$ cat config.mk
export PLATFORM = sky130hd
export DESIGN_NAME = id_stage_flat
export DESIGN_NICKNAME = d
export VERILOG_FILES = /design/src/rtl/radix_pkg.sv /design/src/rtl/id_stage_if.sv /design/src/rtl/id_stage_regfile.sv /design/src/rtl/id_stage.sv /design/src/flat_wrapper.sv
export SDC_FILE = /design/constraint.sdc
export NUM_CORES = 2
export LEC_CHECK = 0
export BUFFER_PORTS_ARGS = -buffer_cell sky130_fd_sc_hd__clkbuf_2
export CAP_MARGIN = 20
export CORE_UTILIZATION = 30
export CTS_CLUSTER_SIZE = 28
export DETAILED_ROUTE_END_ITERATION = 10
export GPL_ROUTABILITY_DRIVEN = 0
export PLACE_DENSITY = 0.55
export SLEW_MARGIN = 10
export SYNTH_ARGS = -nofsm -noshare
export SYNTH_HDL_FRONTEND = slang
export SYNTH_SLANG_ARGS = --single-unit
$ cat constraint.sdc
create_clock -name clk -period 134.7 [get_ports clk]
set_input_delay 40.41 -clock clk [delete_from_list [all_inputs] [get_ports clk]]
set_output_delay 40.41 -clock clk [all_outputs]
set_load 0.03 [all_outputs]
$ cat src/rtl/radix_pkg.sv
// -----------------------------------------------------------------------------
// radix_pkg
// Purpose : shared definitions for the decode stage and its neighbours.
//           RV32I opcode constants, the ALU operation encoding that execute
//           consumes, the immediate format selector, the decoded control
//           bundle, and helpers that build immediates and pick ALU ops.
// Contents: XLEN, OPC_* opcodes, alu_op_t, imm_sel_t, ctrl_t,
//           gen_imm(), alu_from_funct3()
// -----------------------------------------------------------------------------
package radix_pkg;

  localparam int XLEN = 32;

  localparam logic [6:0] OPC_LUI    = 7'b0110111;
  localparam logic [6:0] OPC_AUIPC  = 7'b0010111;
  localparam logic [6:0] OPC_JAL    = 7'b1101111;
  localparam logic [6:0] OPC_JALR   = 7'b1100111;
  localparam logic [6:0] OPC_BRANCH = 7'b1100011;
  localparam logic [6:0] OPC_LOAD   = 7'b0000011;
  localparam logic [6:0] OPC_STORE  = 7'b0100011;
  localparam logic [6:0] OPC_OPIMM  = 7'b0010011;
  localparam logic [6:0] OPC_OP     = 7'b0110011;

  typedef enum logic [3:0] {
    ALU_ADD   = 4'd0,
    ALU_SUB   = 4'd1,
    ALU_SLL   = 4'd2,
    ALU_SLT   = 4'd3,
    ALU_SLTU  = 4'd4,
    ALU_XOR   = 4'd5,
    ALU_SRL   = 4'd6,
    ALU_SRA   = 4'd7,
    ALU_OR    = 4'd8,
    ALU_AND   = 4'd9,
    ALU_PASSB = 4'd10
  } alu_op_t;

  typedef enum logic [2:0] {
    IMM_I = 3'd0,
    IMM_S = 3'd1,
    IMM_B = 3'd2,
    IMM_U = 3'd3,
    IMM_J = 3'd4
  } imm_sel_t;

  // Control bundle that crosses the ID/EX boundary. Everything in here is
  // forced to zero for bubbles (invalid or flushed entries).
  typedef struct packed {
    alu_op_t alu_op;
    logic    alu_src_imm;
    logic    alu_src_pc;
    logic    reg_we;
    logic    mem_re;
    logic    mem_we;
    logic    branch;
    logic    jump;
    logic    illegal;
  } ctrl_t;

  // Builds the sign-extended immediate for the requested format. B and J
  // carry an implicit zero in bit 0 because targets are halfword aligned.
  function automatic logic [31:0] gen_imm(input logic [31:0] instr,
                                          input imm_sel_t   sel);
    logic [31:0] imm;
    imm = '0;
    case (sel)
      IMM_I: imm = {{20{instr[31]}}, instr[31:20]};
      IMM_S: imm = {{20{instr[31]}}, instr[31:25], instr[11:7]};
      IMM_B: imm = {{19{instr[31]}}, instr[31], instr[7], instr[30:25],
                    instr[11:8], 1'b0};
      IMM_U: imm = {instr[31:12], 12'h000};
      IMM_J: imm = {{11{instr[31]}}, instr[31], instr[19:12], instr[20],
                    instr[30:21], 1'b0};
      default: imm = '0;
    endcase
    return imm;
  endfunction

  // Maps funct3 (plus instr[30]) onto an ALU op for OP and OP-IMM. SUB only
  // exists in the register form; for OP-IMM bit 30 is part of the immediate
  // except on the shift-right encoding where it selects SRA.
  function automatic alu_op_t alu_from_funct3(input logic [2:0] funct3,
                                              input logic       bit30,
                                              input logic       is_imm);
    alu_op_t op;
    op = ALU_ADD;
    case (funct3)
      3'b000: op = (bit30 && !is_imm) ? ALU_SUB : ALU_ADD;
      3'b001: op = ALU_SLL;
      3'b010: op = ALU_SLT;
      3'b011: op = ALU_SLTU;
      3'b100: op = ALU_XOR;
      3'b101: op = bit30 ? ALU_SRA : ALU_SRL;
      3'b110: op = ALU_OR;
      3'b111: op = ALU_AND;
      default: op = ALU_ADD;
    endcase
    return op;
  endfunction

endpackage

$ cat src/rtl/id_stage_if.sv
// -----------------------------------------------------------------------------
// id_stage_if
// Purpose : bundles every signal between the decode stage and its
//           neighbours (fetch, hazard unit, writeback, execute).
// Modports: slave  - the decode stage view (fetch/wb/hazard in, ID/EX out)
//           master - the surrounding pipeline view (drives inputs, reads ID/EX)
// -----------------------------------------------------------------------------
interface id_stage_if;
  import radix_pkg::*;

  logic [XLEN-1:0] pc_i;
  logic [31:0]     instr_i;
  logic            valid_i;
  logic            stall_i;
  logic            flush_i;
  logic            wb_we_i;
  logic [4:0]      wb_rd_i;
  logic [XLEN-1:0] wb_data_i;

  logic            valid_o;
  logic [XLEN-1:0] pc_o;
  logic [4:0]      rs1_o;
  logic [4:0]      rs2_o;
  logic [4:0]      rd_o;
  logic [XLEN-1:0] rs1_data_o;
  logic [XLEN-1:0] rs2_data_o;
  logic [XLEN-1:0] imm_o;
  logic [3:0]      alu_op_o;
  logic            alu_src_imm_o;
  logic            alu_src_pc_o;
  logic            reg_we_o;
  logic            mem_re_o;
  logic            mem_we_o;
  logic            branch_o;
  logic            jump_o;
  logic [2:0]      funct3_o;
  logic            illegal_o;

  modport slave (
    input  pc_i, instr_i, valid_i, stall_i, flush_i,
           wb_we_i, wb_rd_i, wb_data_i,
    output valid_o, pc_o, rs1_o, rs2_o, rd_o, rs1_data_o, rs2_data_o,
           imm_o, alu_op_o, alu_src_imm_o, alu_src_pc_o, reg_we_o,
           mem_re_o, mem_we_o, branch_o, jump_o, funct3_o, illegal_o
  );

  modport master (
    output pc_i, instr_i, valid_i, stall_i, flush_i,
           wb_we_i, wb_rd_i, wb_data_i,
    input  valid_o, pc_o, rs1_o, rs2_o, rd_o, rs1_data_o, rs2_data_o,
           imm_o, alu_op_o, alu_src_imm_o, alu_src_pc_o, reg_we_o,
           mem_re_o, mem_we_o, branch_o, jump_o, funct3_o, illegal_o
  );

endinterface

$ cat src/rtl/id_stage_regfile.sv
// -----------------------------------------------------------------------------
// regfile
// Purpose : architectural register file, x0 hardwired to zero. One write
//           port (from writeback) and two combinational read ports with a
//           write-first bypass so an instruction decoded in the same cycle
//           as the producing writeback sees the new value.
// Ports   : clk, rst         - clock, async active-high reset (clears array)
//           wr_en/addr/data  - writeback port, writes to x0 ignored
//           rs1/rs2_addr     - read addresses
//           rs1/rs2_data     - read data (bypassed, x0 reads as 0)
// -----------------------------------------------------------------------------
module regfile
  import radix_pkg::*;
#(
  parameter int XLEN  = radix_pkg::XLEN,
  parameter int NREGS = 32,
  localparam int AW   = $clog2(NREGS)
) (
  input  logic            clk,
  input  logic            rst,
  input  logic            wr_en,
  input  logic [AW-1:0]   wr_addr,
  input  logic [XLEN-1:0] wr_data,
  input  logic [AW-1:0]   rs1_addr,
  input  logic [AW-1:0]   rs2_addr,
  output logic [XLEN-1:0] rs1_data,
  output logic [XLEN-1:0] rs2_data
);

  logic [XLEN-1:0] regs [NREGS];
  logic            wr_live;

  assign wr_live = wr_en && (wr_addr != '0);

  // Write port. Entry 0 is never written so it stays at its reset value of
  // zero; the read path also masks it so x0 never depends on array contents.
  always_ff @(posedge clk or posedge rst) begin
    if (rst) begin
      for (int i = 0; i < NREGS; i++) begin
        regs[i] <= '0;
      end
    end else if (wr_live) begin
      regs[wr_addr] <= wr_data;
    end
  end

  // Read ports with write-first bypass: a live write to the same register
  // wins over the stored value.
  always_comb begin
    rs1_data = '0;
    rs2_data = '0;
    if (rs1_addr != '0) begin
      rs1_data = (wr_live && (wr_addr == rs1_addr)) ? wr_data : regs[rs1_addr];
    end
    if (rs2_addr != '0) begin
      rs2_data = (wr_live && (wr_addr == rs2_addr)) ? wr_data : regs[rs2_addr];
    end
  end

endmodule

$ cat src/rtl/id_stage.sv
// -----------------------------------------------------------------------------
// id_stage
// Purpose : RV32I decode stage. Splits the fetched instruction into register
//           indices, funct3 and a sign-extended immediate, derives the
//           execute control bundle, reads operands from the owned register
//           file and registers everything at the ID/EX boundary.
// Ports   : clk, rst - clock, async active-high reset
//           bus      - id_stage_if.slave: fetch inputs (pc_i, instr_i,
//                      valid_i), hazard controls (stall_i, flush_i),
//                      writeback port (wb_*), and all ID/EX outputs
// Priority at each edge: flush clears the entry, else stall holds it, else
// the new decode is latched. Bubbles (valid_i=0) carry an all-zero control
// bundle so nothing downstream can act on them.
// -----------------------------------------------------------------------------
module id_stage
  import radix_pkg::*;
#(
  parameter int XLEN  = radix_pkg::XLEN,
  parameter int NREGS = 32
) (
  input logic       clk,
  input logic       rst,
  id_stage_if.slave bus
);

  logic [6:0]      opcode;
  logic [4:0]      rs1_f;
  logic [4:0]      rs2_f;
  logic [4:0]      rd_f;
  logic [2:0]      funct3_f;

  ctrl_t           dec;
  ctrl_t           dec_gated;
  imm_sel_t        imm_sel;
  logic            has_imm;
  logic [31:0]     imm_d;
  logic [XLEN-1:0] rs1_rd;
  logic [XLEN-1:0] rs2_rd;

  logic            valid_q;
  logic [XLEN-1:0] pc_q;
  logic [4:0]      rs1_q;
  logic [4:0]      rs2_q;
  logic [4:0]      rd_q;
  logic [XLEN-1:0] rs1_data_q;
  logic [XLEN-1:0] rs2_data_q;
  logic [XLEN-1:0] imm_q;
  logic [2:0]      funct3_q;
  ctrl_t           ctrl_q;

  assign opcode   = bus.instr_i[6:0];
  assign rd_f     = bus.instr_i[11:7];
  assign funct3_f = bus.instr_i[14:12];
  assign rs1_f    = bus.instr_i[19:15];
  assign rs2_f    = bus.instr_i[24:20];

  regfile #(
    .XLEN  (XLEN),
    .NREGS (NREGS)
  ) u_regfile (
    .clk      (clk),
    .rst      (rst),
    .wr_en    (bus.wb_we_i),
    .wr_addr  (bus.wb_rd_i),
    .wr_data  (bus.wb_data_i),
    .rs1_addr (rs1_f),
    .rs2_addr (rs2_f),
    .rs1_data (rs1_rd),
    .rs2_data (rs2_rd)
  );

  // Opcode decode. Jumps put the PC on ALU A so execute can form the link
  // address; branches use SUB for the comparison. Unknown opcodes raise
  // illegal with every side-effecting control left at zero and no immediate.
  always_comb begin
    dec     = '0;
    imm_sel = IMM_I;
    has_imm = 1'b0;
    case (opcode)
      OPC_LUI: begin
        dec.alu_op      = ALU_PASSB;
        dec.alu_src_imm = 1'b1;
        dec.reg_we      = 1'b1;
        imm_sel         = IMM_U;
        has_imm         = 1'b1;
      end
      OPC_AUIPC: begin
        dec.alu_op      = ALU_ADD;
        dec.alu_src_imm = 1'b1;
        dec.alu_src_pc  = 1'b1;
        dec.reg_we      = 1'b1;
        imm_sel         = IMM_U;
        has_imm         = 1'b1;
      end
      OPC_JAL: begin
        dec.alu_op      = ALU_ADD;
        dec.alu_src_pc  = 1'b1;
        dec.reg_we      = 1'b1;
        dec.jump        = 1'b1;
        imm_sel         = IMM_J;
        has_imm         = 1'b1;
      end
      OPC_JALR: begin
        dec.alu_op      = ALU_ADD;
        dec.alu_src_pc  = 1'b1;
        dec.reg_we      = 1'b1;
        dec.jump        = 1'b1;
        imm_sel         = IMM_I;
        has_imm         = 1'b1;
      end
      OPC_BRANCH: begin
        dec.alu_op      = ALU_SUB;
        dec.branch      = 1'b1;
        imm_sel         = IMM_B;
        has_imm         = 1'b1;
      end
      OPC_LOAD: begin
        dec.alu_op      = ALU_ADD;
        dec.alu_src_imm = 1'b1;
        dec.mem_re      = 1'b1;
        dec.reg_we      = 1'b1;
        imm_sel         = IMM_I;
        has_imm         = 1'b1;
      end
      OPC_STORE: begin
        dec.alu_op      = ALU_ADD;
        dec.alu_src_imm = 1'b1;
        dec.mem_we      = 1'b1;
        imm_sel         = IMM_S;
        has_imm         = 1'b1;
      end
      OPC_OPIMM: begin
        dec.alu_op      = alu_from_funct3(funct3_f, bus.instr_i[30], 1'b1);
        dec.alu_src_imm = 1'b1;
        dec.reg_we      = 1'b1;
        imm_sel         = IMM_I;
        has_imm         = 1'b1;
      end
      OPC_OP: begin
        dec.alu_op      = alu_from_funct3(funct3_f, bus.instr_i[30], 1'b0);
        dec.reg_we      = 1'b1;
      end
      default: begin
        dec.illegal     = 1'b1;
      end
    endcase
    if (rd_f == 5'd0) begin
      dec.reg_we = 1'b0;
    end
  end

  // Bubbles carry no control so a stale or garbage instruction word on the
  // fetch bus cannot trigger writes, memory accesses or redirects.
  always_comb begin
    dec_gated = '0;
    if (bus.valid_i) begin
      dec_gated = dec;
    end
    imm_d = has_imm ? gen_imm(bus.instr_i, imm_sel) : 32'h0;
  end

  // ID/EX boundary register. Flush takes priority over stall and clears the
  // whole entry; stall holds it; otherwise the fresh decode is captured.
  always_ff @(posedge clk or posedge rst) begin
    if (rst) begin
      valid_q    <= 1'b0;
      pc_q       <= '0;
      rs1_q      <= '0;
      rs2_q      <= '0;
      rd_q       <= '0;
      rs1_data_q <= '0;
      rs2_data_q <= '0;
      imm_q      <= '0;
      funct3_q   <= '0;
      ctrl_q     <= '0;
    end else if (bus.flush_i) begin
      valid_q    <= 1'b0;
      pc_q       <= '0;
      rs1_q      <= '0;
      rs2_q      <= '0;
      rd_q       <= '0;
      rs1_data_q <= '0;
      rs2_data_q <= '0;
      imm_q      <= '0;
      funct3_q   <= '0;
      ctrl_q     <= '0;
    end else if (!bus.stall_i) begin
      valid_q    <= bus.valid_i;
      pc_q       <= bus.pc_i;
      rs1_q      <= rs1_f;
      rs2_q      <= rs2_f;
      rd_q       <= rd_f;
      rs1_data_q <= rs1_rd;
      rs2_data_q <= rs2_rd;
      imm_q      <= imm_d;
      funct3_q   <= funct3_f;
      ctrl_q     <= dec_gated;
    end
  end

  assign bus.valid_o       = valid_q;
  assign bus.pc_o          = pc_q;
  assign bus.rs1_o         = rs1_q;
  assign bus.rs2_o         = rs2_q;
  assign bus.rd_o          = rd_q;
  assign bus.rs1_data_o    = rs1_data_q;
  assign bus.rs2_data_o    = rs2_data_q;
  assign bus.imm_o         = imm_q;
  assign bus.funct3_o      = funct3_q;
  assign bus.alu_op_o      = ctrl_q.alu_op;
  assign bus.alu_src_imm_o = ctrl_q.alu_src_imm;
  assign bus.alu_src_pc_o  = ctrl_q.alu_src_pc;
  assign bus.reg_we_o      = ctrl_q.reg_we;
  assign bus.mem_re_o      = ctrl_q.mem_re;
  assign bus.mem_we_o      = ctrl_q.mem_we;
  assign bus.branch_o      = ctrl_q.branch;
  assign bus.jump_o        = ctrl_q.jump;
  assign bus.illegal_o     = ctrl_q.illegal;

endmodule
$ cat src/flat_wrapper.sv
// flat-port wrapper written by rule: the top's interface ports become plain ports
module id_stage_flat import radix_pkg::*;
#(
  parameter int XLEN  = radix_pkg::XLEN,
  parameter int NREGS = 32
)
  (clk, rst, bus_pc_i, bus_instr_i, bus_valid_i, bus_stall_i, bus_flush_i, bus_wb_we_i, bus_wb_rd_i, bus_wb_data_i, bus_valid_o, bus_pc_o, bus_rs1_o, bus_rs2_o, bus_rd_o, bus_rs1_data_o, bus_rs2_data_o, bus_imm_o, bus_alu_op_o, bus_alu_src_imm_o, bus_alu_src_pc_o, bus_reg_we_o, bus_mem_re_o, bus_mem_we_o, bus_branch_o, bus_jump_o, bus_funct3_o, bus_illegal_o);
  id_stage_if bus_i ();
  input logic clk;
  input logic rst;
  input wire logic [$bits(bus_i.pc_i)-1:0] bus_pc_i;
  input wire logic [$bits(bus_i.instr_i)-1:0] bus_instr_i;
  input wire logic [$bits(bus_i.valid_i)-1:0] bus_valid_i;
  input wire logic [$bits(bus_i.stall_i)-1:0] bus_stall_i;
  input wire logic [$bits(bus_i.flush_i)-1:0] bus_flush_i;
  input wire logic [$bits(bus_i.wb_we_i)-1:0] bus_wb_we_i;
  input wire logic [$bits(bus_i.wb_rd_i)-1:0] bus_wb_rd_i;
  input wire logic [$bits(bus_i.wb_data_i)-1:0] bus_wb_data_i;
  output wire logic [$bits(bus_i.valid_o)-1:0] bus_valid_o;
  output wire logic [$bits(bus_i.pc_o)-1:0] bus_pc_o;
  output wire logic [$bits(bus_i.rs1_o)-1:0] bus_rs1_o;
  output wire logic [$bits(bus_i.rs2_o)-1:0] bus_rs2_o;
  output wire logic [$bits(bus_i.rd_o)-1:0] bus_rd_o;
  output wire logic [$bits(bus_i.rs1_data_o)-1:0] bus_rs1_data_o;
  output wire logic [$bits(bus_i.rs2_data_o)-1:0] bus_rs2_data_o;
  output wire logic [$bits(bus_i.imm_o)-1:0] bus_imm_o;
  output wire logic [$bits(bus_i.alu_op_o)-1:0] bus_alu_op_o;
  output wire logic [$bits(bus_i.alu_src_imm_o)-1:0] bus_alu_src_imm_o;
  output wire logic [$bits(bus_i.alu_src_pc_o)-1:0] bus_alu_src_pc_o;
  output wire logic [$bits(bus_i.reg_we_o)-1:0] bus_reg_we_o;
  output wire logic [$bits(bus_i.mem_re_o)-1:0] bus_mem_re_o;
  output wire logic [$bits(bus_i.mem_we_o)-1:0] bus_mem_we_o;
  output wire logic [$bits(bus_i.branch_o)-1:0] bus_branch_o;
  output wire logic [$bits(bus_i.jump_o)-1:0] bus_jump_o;
  output wire logic [$bits(bus_i.funct3_o)-1:0] bus_funct3_o;
  output wire logic [$bits(bus_i.illegal_o)-1:0] bus_illegal_o;
  assign bus_i.pc_i = bus_pc_i;
  assign bus_i.instr_i = bus_instr_i;
  assign bus_i.valid_i = bus_valid_i;
  assign bus_i.stall_i = bus_stall_i;
  assign bus_i.flush_i = bus_flush_i;
  assign bus_i.wb_we_i = bus_wb_we_i;
  assign bus_i.wb_rd_i = bus_wb_rd_i;
  assign bus_i.wb_data_i = bus_wb_data_i;
  assign bus_valid_o = bus_i.valid_o;
  assign bus_pc_o = bus_i.pc_o;
  assign bus_rs1_o = bus_i.rs1_o;
  assign bus_rs2_o = bus_i.rs2_o;
  assign bus_rd_o = bus_i.rd_o;
  assign bus_rs1_data_o = bus_i.rs1_data_o;
  assign bus_rs2_data_o = bus_i.rs2_data_o;
  assign bus_imm_o = bus_i.imm_o;
  assign bus_alu_op_o = bus_i.alu_op_o;
  assign bus_alu_src_imm_o = bus_i.alu_src_imm_o;
  assign bus_alu_src_pc_o = bus_i.alu_src_pc_o;
  assign bus_reg_we_o = bus_i.reg_we_o;
  assign bus_mem_re_o = bus_i.mem_re_o;
  assign bus_mem_we_o = bus_i.mem_we_o;
  assign bus_branch_o = bus_i.branch_o;
  assign bus_jump_o = bus_i.jump_o;
  assign bus_funct3_o = bus_i.funct3_o;
  assign bus_illegal_o = bus_i.illegal_o;
  id_stage #(.XLEN(XLEN), .NREGS(NREGS)) u_core (.clk(clk), .rst(rst), .bus(bus_i));
endmodule
---- After elaboration in Yosys (flattened, before gate mapping) ----
Cells that the tools add are included.
storage, ports and cells
  register bits after elaboration ......... 1183
  bits in latches ......................... 0
  RAM bits ................................ 0
  bits in read-only memories .............. 0
  input port bits ......................... 107
  output and inout port bits .............. 159
  word-level logic and storage cells ...... 149
  memories kept ........................... 0
cells by class
  $add $sub $neg .......................... 0
  $mul .................................... 0
  divide/modulo/power cells ............... 0
  order comparisons ....................... 4
  equal/unequal tests ..................... 23
  shift operators ......................... 0
  mux-type cells .......................... 52
  bitwise gates (word level) .............. 3
  reductions and logical operators ........ 17
operators with widths
  operator                                                                count
  1024-bit bitwise mux                                                    1
  32-bit 2-to-1 mux                                                       18
  32-bit binary-select mux with 5-bit select                              2
  32-bit demux with 5-bit select                                          1
  32-bit case mux with 5 select lines                                     1
  4-bit case mux with 8 select lines                                      2
  12-bit 2-to-1 mux                                                       3
  5-bit 2-to-1 mux                                                        6
  7-bit by 6-bit equality test with 1-bit output (second input constant)  3
  7-bit equality test (second input constant)                             3
  6-bit greater-or-equal comparator (second input constant)               3
  5-bit inverter with 6-bit output                                        3
  4-bit case mux with 4 select lines                                      1
  3-bit equality test (second input constant)                             5
  5-bit nonzero test                                                      3
  7-bit by 5-bit equality test with 1-bit output (second input constant)  2
  1-bit 2-to-1 mux                                                        14
  3-bit by 2-bit equality test with 1-bit output (second input constant)  4
  3-bit case mux with 4 select lines                                      1
  5-bit equality test                                                     2
  9-bit OR reduction                                                      1
  8-bit OR reduction                                                      1
  7-bit by 2-bit equality test with 1-bit output (second input constant)  1
  7-bit OR reduction                                                      1
  10 further kinds                                                        17

---- Longest topological paths before layout ----
  depth after elaboration ................. 8
  mapped depth ............................ 10
  mapped depth without buffers ............ 6

---- Hierarchy ----
From an unflattened synthesis, not the netlist that was laid out.
unflattened totals
  cells, all modules ...................... 4418
  area, all modules ....................... 61745.5 um^2
modules (own cells, without submodules)
  module    instances  cells each  area an instance (um^2)  seq. area each (um^2)
  regfile   1          3831        54959.0                  25624.6
  id_stage  1          587         6786.5                   3978.8

---- Least setup slack after synthesis ----
OpenSTA, ideal clock, no wires.
  kind .................................... input -> register
  start ................................... in bus_instr_i[16]
  end ..................................... reg u_core.rs1_data_q[31], in the netlist u_core.bus.rs1_data_o[31]
  arrival ................................. 42.050 ns
  required time ........................... 134.570 ns
  setup slack ............................. 92.520 ns
  stages .................................. 9
  cell sequence ........................... buf_2 > buf_2 > buf_2 > buf_2 > mux4_2 > mux2i_1 > nor3_1 > nor4_1 > a21oi_1
between the ends
  longest elaborated chain between the ends .. 8
  elaborated cells between the ends (all ways) .. 11
  those cells by class .................... eq/ne: 1; mux: 7; bitwise: 1; reduce/logical: 2
ends and longest elaborated chain
  item                                                    RTL line                source
  from (decl)                                             flat_wrapper.sv:12      input wire logic [$bits(bus_i.instr_i)-1:0] bus_instr_i;
  5-bit inverter with 6-bit output (implied by the code)  id_stage_regfile.sv:53  rs1_data = (wr_live && (wr_addr == rs1_addr)) ? wr_data : regs[rs1_addr];
  32-bit binary-select mux with 5-bit select              id_stage_regfile.sv:53
  32-bit 2-to-1 mux (implied by the code) (2 in a row)    id_stage_regfile.sv:53
  32-bit 2-to-1 mux                                       id_stage_regfile.sv:53
  32-bit 2-to-1 mux *                                     id_stage_regfile.sv:52  if (rs1_addr != '0) begin
  32-bit 2-to-1 mux *                                     id_stage.sv:187         end else if (!bus.stall_i) begin
  32-bit 2-to-1 mux *                                     id_stage.sv:176         end else if (bus.flush_i) begin
  to (signal assigned)                                    id_stage.sv:193         rs1_data_q <= rs1_rd;
  to (decl)                                               id_stage.sv:45          logic [XLEN-1:0] rs1_data_q;
Every way passes the cells marked *; elsewhere a longest branch is shown, timed or not. The select of a mux whose other input is x is not followed.
A chain may end at the register's enable or synchronous reset.

---- Worst setup path in the final report ----
  start ................................... in bus_instr_i[15]
  end ..................................... reg u_core.rs1_data_q[4], in the netlist u_core.bus.rs1_data_o[4]
Same word-level chain as after synthesis.

==> qor.txt <==
Area occupied by multi-input gates - 0.0301 mm²
WHS Path Cells - 0
Min-Delay Path Class - flop to flop
IO Count - 266
Crit-path leading delay family - buffers and inverters
Tcrit/Tclk final - 32.5%
Flop pwr share - 45.7%
Multiplexer area fraction after synthesis - 36.1%
MaxCap Viol Count - 0
Worst-path cell chain - buf_8 -> buf_12 -> buf_12 -> nor3_1 -> a21oi_4 -> buf_4 -> nand2_1 -> buf_4 -> o21ai_0
Worst setup margin - 90.86 ns
RSZ-0062 raised after global routing - false
Setup_tns - 0 ns
Die area - 0.208 mm²
Yosys reg bits - 1183
Power, Total - 1.01 mW
Initial DRC count - 4012
Die Height - 456 µm
Global-route wire length before repair - 320 mm
Hold-fix buffers at CTS - 0
Initial Utilization - 30.2%
I/O Buffers - 265
Final hold vios - 0
Crit Path Max Fanout - 117
Largest net degree at the start of global routing - 167
Largest family of logic cells by synthesized area - multiplexers
Fmax - 22.8 MHz
Flop-to-flop setup slack - 132.76 ns
Core ar. - 0.205 mm²
CP endpoint kind - flop
Ys async rst share - 100%
Combinational Power Share - 18.6%
CP startpoint kind - input port
Clk slew on worst S/H paths - 0.06 ns
Fill count - 20.1k
Sw Share - 28.3%
Number of vias per cell - 5.65
Commonest non-fill, non-tap cell in the layout - dfrtp_1
Simple-Gate Fraction of Synth Area - 4.58%
Switch Pwr - 286 µW
Antenna violations before repair - 11
Die X - 456 µm
Final setup viols - 0
Final Max Slew Viols - 0
Register Area - 0.0296 mm²
CTS tree - built
DP HPWL - 126 mm
H-tree depth - 3
Area after DPL - 0.0653 mm²
Post-layout min period - 43.84 ns
Data arrival, critical path - 44.53 ns
HP Start - u_core.u_regfile.regs[996]$_DFFE_PP0P_
Ys flop type - dfrtp_1
Syn Nets - 4905
Post-cts resize count - 0
Post-route ant nets - 0
Cell at the slowest stage of the critical path - buf_8
Worst Skew - 0.0330 ns
Post-CTS setup buffers - 0
CTS Sinks - 1183
Drt pass-1 iters - 6
Root Buffer - clkbuf_16
Vias - 42.8k
Worst-Margin Slew - 1.18 ns
Cells on worst reg2reg path - 6
Synth warn - 0
Hold Crit Endpoint - u_core.u_regfile.regs[996]$_DFFE_PP0P_
Commonest non-fill, non-tap cells in the layout - dfrtp_1 (1183), mux2_2 (984), mux2i_1 (608)
Compound-Gate Fraction of Synth Area - 7.47%
Critical Path RT - 135.39 ns
WL/cell - 29.1 µm
Slew Limit Headroom - 21.2%
Post-Synth Adder-Cell Area - 0%
Peak VDD IR - 0.0000119 V
Avg Inst Size Synth - 12.9 µm²
Reg-to-reg critical path startpoint - u_core.u_regfile.regs[595]$_DFFE_PP0P_
Synthesized area - 0.0617 mm²
Worst slack, placed - 90.21 ns
Vias in the first global route - 43.1k
CP peak stage delay - 0.68 ns
Post-synth EDFFs - 0
Area Growth Syn to Fin - 12.7%
Nets - 4885
Setup CP Type - input port to flop
Register area share after synthesis - 48.0%
Status - completed
Post-Route WL - 220 mm
PwrDens - 14.6 mW/mm²
Crit path buf inv count - 5
Synth unique cells - 53
Synthesized instance count - 4798
Layout cells sized above 1 - 38.2%
Clock power frac - 35.7%
DRC - 0
RR Endpoint - u_core.bus.rs1_data_o[19]$_DFFE_PP0P_
Post-synthesis xor/xnor area fraction - 0.142%
Int Pwr - 726 µW
Clk_lat worst skew - 0.79 ns
Crit path depth - 9
Finished Cell Area - 0.0696 mm²
Row Count - 166
Total GRT Usage - 20.9%
Leak - 31.0 nW
TritonCTS Buffers - 121
Grt total ovfl - 0
Clk buf depth - 3
-- power by group through the flow --
stage | Combinational [mW] | Clock, mW | Sequential, mW
2_1_floorplan | 0.143 | 0 | 0.459
6_report | 0.188 | 0.362 | 0.463
3_5_place_dp | 0.188 | 0 | 0.467
3_3_place_gp | 0.185 | 0 | 0.464
4_1_cts | 0.189 | 0.368 | 0.461
5_1_grt | 0.203 | 0.383 | 0.470
-- metrics by stage --
step	utilization, %	cells	hold slack [ns]
4_1_cts	34.0	7567	0.398
3_3_place_gp	31.9	7343	0.379
2_1_floorplan	-	4798	0.441
3_5_place_dp	31.9	7343	0.383
6_report	34.0	7572	0.397
5_1_grt	34.0	7571	0.411
-- cells by family (layout without fill, tap and decap cells) --
group | Yosys count | count (layout)
and+or+nand+nor | 582 | 582
buffers and inverters | 515 | 596
other | 0 | 5
DFF | 1183 | 1183
muxes | 1824 | 1824
AOI/OAI and AO/OA | 684 | 684
xor gates and xnor gates | 10 | 10
-- worst max path at each step --
stage                     from                               endpoint  slack (ns)
6_report       bus_instr_i[15]   u_core.bus.rs1_data_o[4]$_DFFE_PP0P_       90.86
5_1_grt        bus_instr_i[15]   u_core.bus.rs1_data_o[5]$_DFFE_PP0P_       90.80
4_1_cts        bus_instr_i[15]   u_core.bus.rs1_data_o[4]$_DFFE_PP0P_       91.06
3_5_place_dp   bus_instr_i[15]   u_core.bus.rs1_data_o[3]$_DFFE_PP0P_       90.21
3_3_place_gp   bus_instr_i[15]  u_core.bus.rs1_data_o[26]$_DFFE_PP0P_       90.26
2_1_floorplan              rst     u_core.bus.alu_op_o[0]$_DFFE_PP0P_       60.97
-- synthesized netlist by cell type (21+ instances only) --
cell	n	area, µm²
a22oi_1	305	2290
mux4_2	224	5040
o21ai_0	118	591
a2111oi_0	21	184
nand2_1	264	991
dfrtp_1	1183	29600
a32oi_1	21	184
buf_4	40	300
nor3_1	26	130
a21oi_1	109	546
buf_2	110	551
a31oi_1	22	138
a211oi_1	22	165
clkbuf_1	290	1090
buf_1	60	225
mux2i_1	608	6090
nand3_1	92	460
a22o_1	29	254
nor2_1	81	304
nor4_2	27	338
and3_1	26	163
mux2_2	984	11100
nor2b_1	30	188
-- area by class of cell --
class                           instances  area share [%]
Multi-Input combinational cell       3100            43.3
Clock buffer                          182            5.22
Tap cell                             2688            4.84
Antenna cell                            5          0.0180
Inverter                                6          0.0432
Sequential cell                      1183            42.6
Timing Repair Buffer                  366            3.19
Clock inverter                         42           0.849
-- flip-flops by register name, summed over array words and instances (netlist names), 3 cells and up --
name                   flops
u_core.bus.funct3_o        3
u_core.u_regfile.regs   1024
u_core.bus.rs1_o           5
u_core.bus.rs2_data_o     32
u_core.bus.rs2_o           5
u_core.bus.rd_o            5
u_core.bus.rs1_data_o     32
u_core.bus.imm_o          32
u_core.bus.pc_o           32
u_core.bus.alu_op_o        4
-- worst register-to-register path, cell delays in order (launching register included) --
cell and delay [ns]:
dfrtp_1 0.36, mux2i_1 0.08, a22o_1 0.26, a2111oi_0 0.50
a31oi_1 0.21, and3_1 0.29, o21ai_0 0.16
-- metal layers --
layer / track usage [%] / vias to the layer above / share of wire, %
met3: 3.49 / 382 / 6.0
met5: 0 / - / 0
met2: 33.7 / 1613 / 47
met4: 7.33 / 0 / 3.8
li1: - / 17900 / -
met1: 28.1 / 22800 / 43
Note: power is estimated with default switching activity, not from simulation.
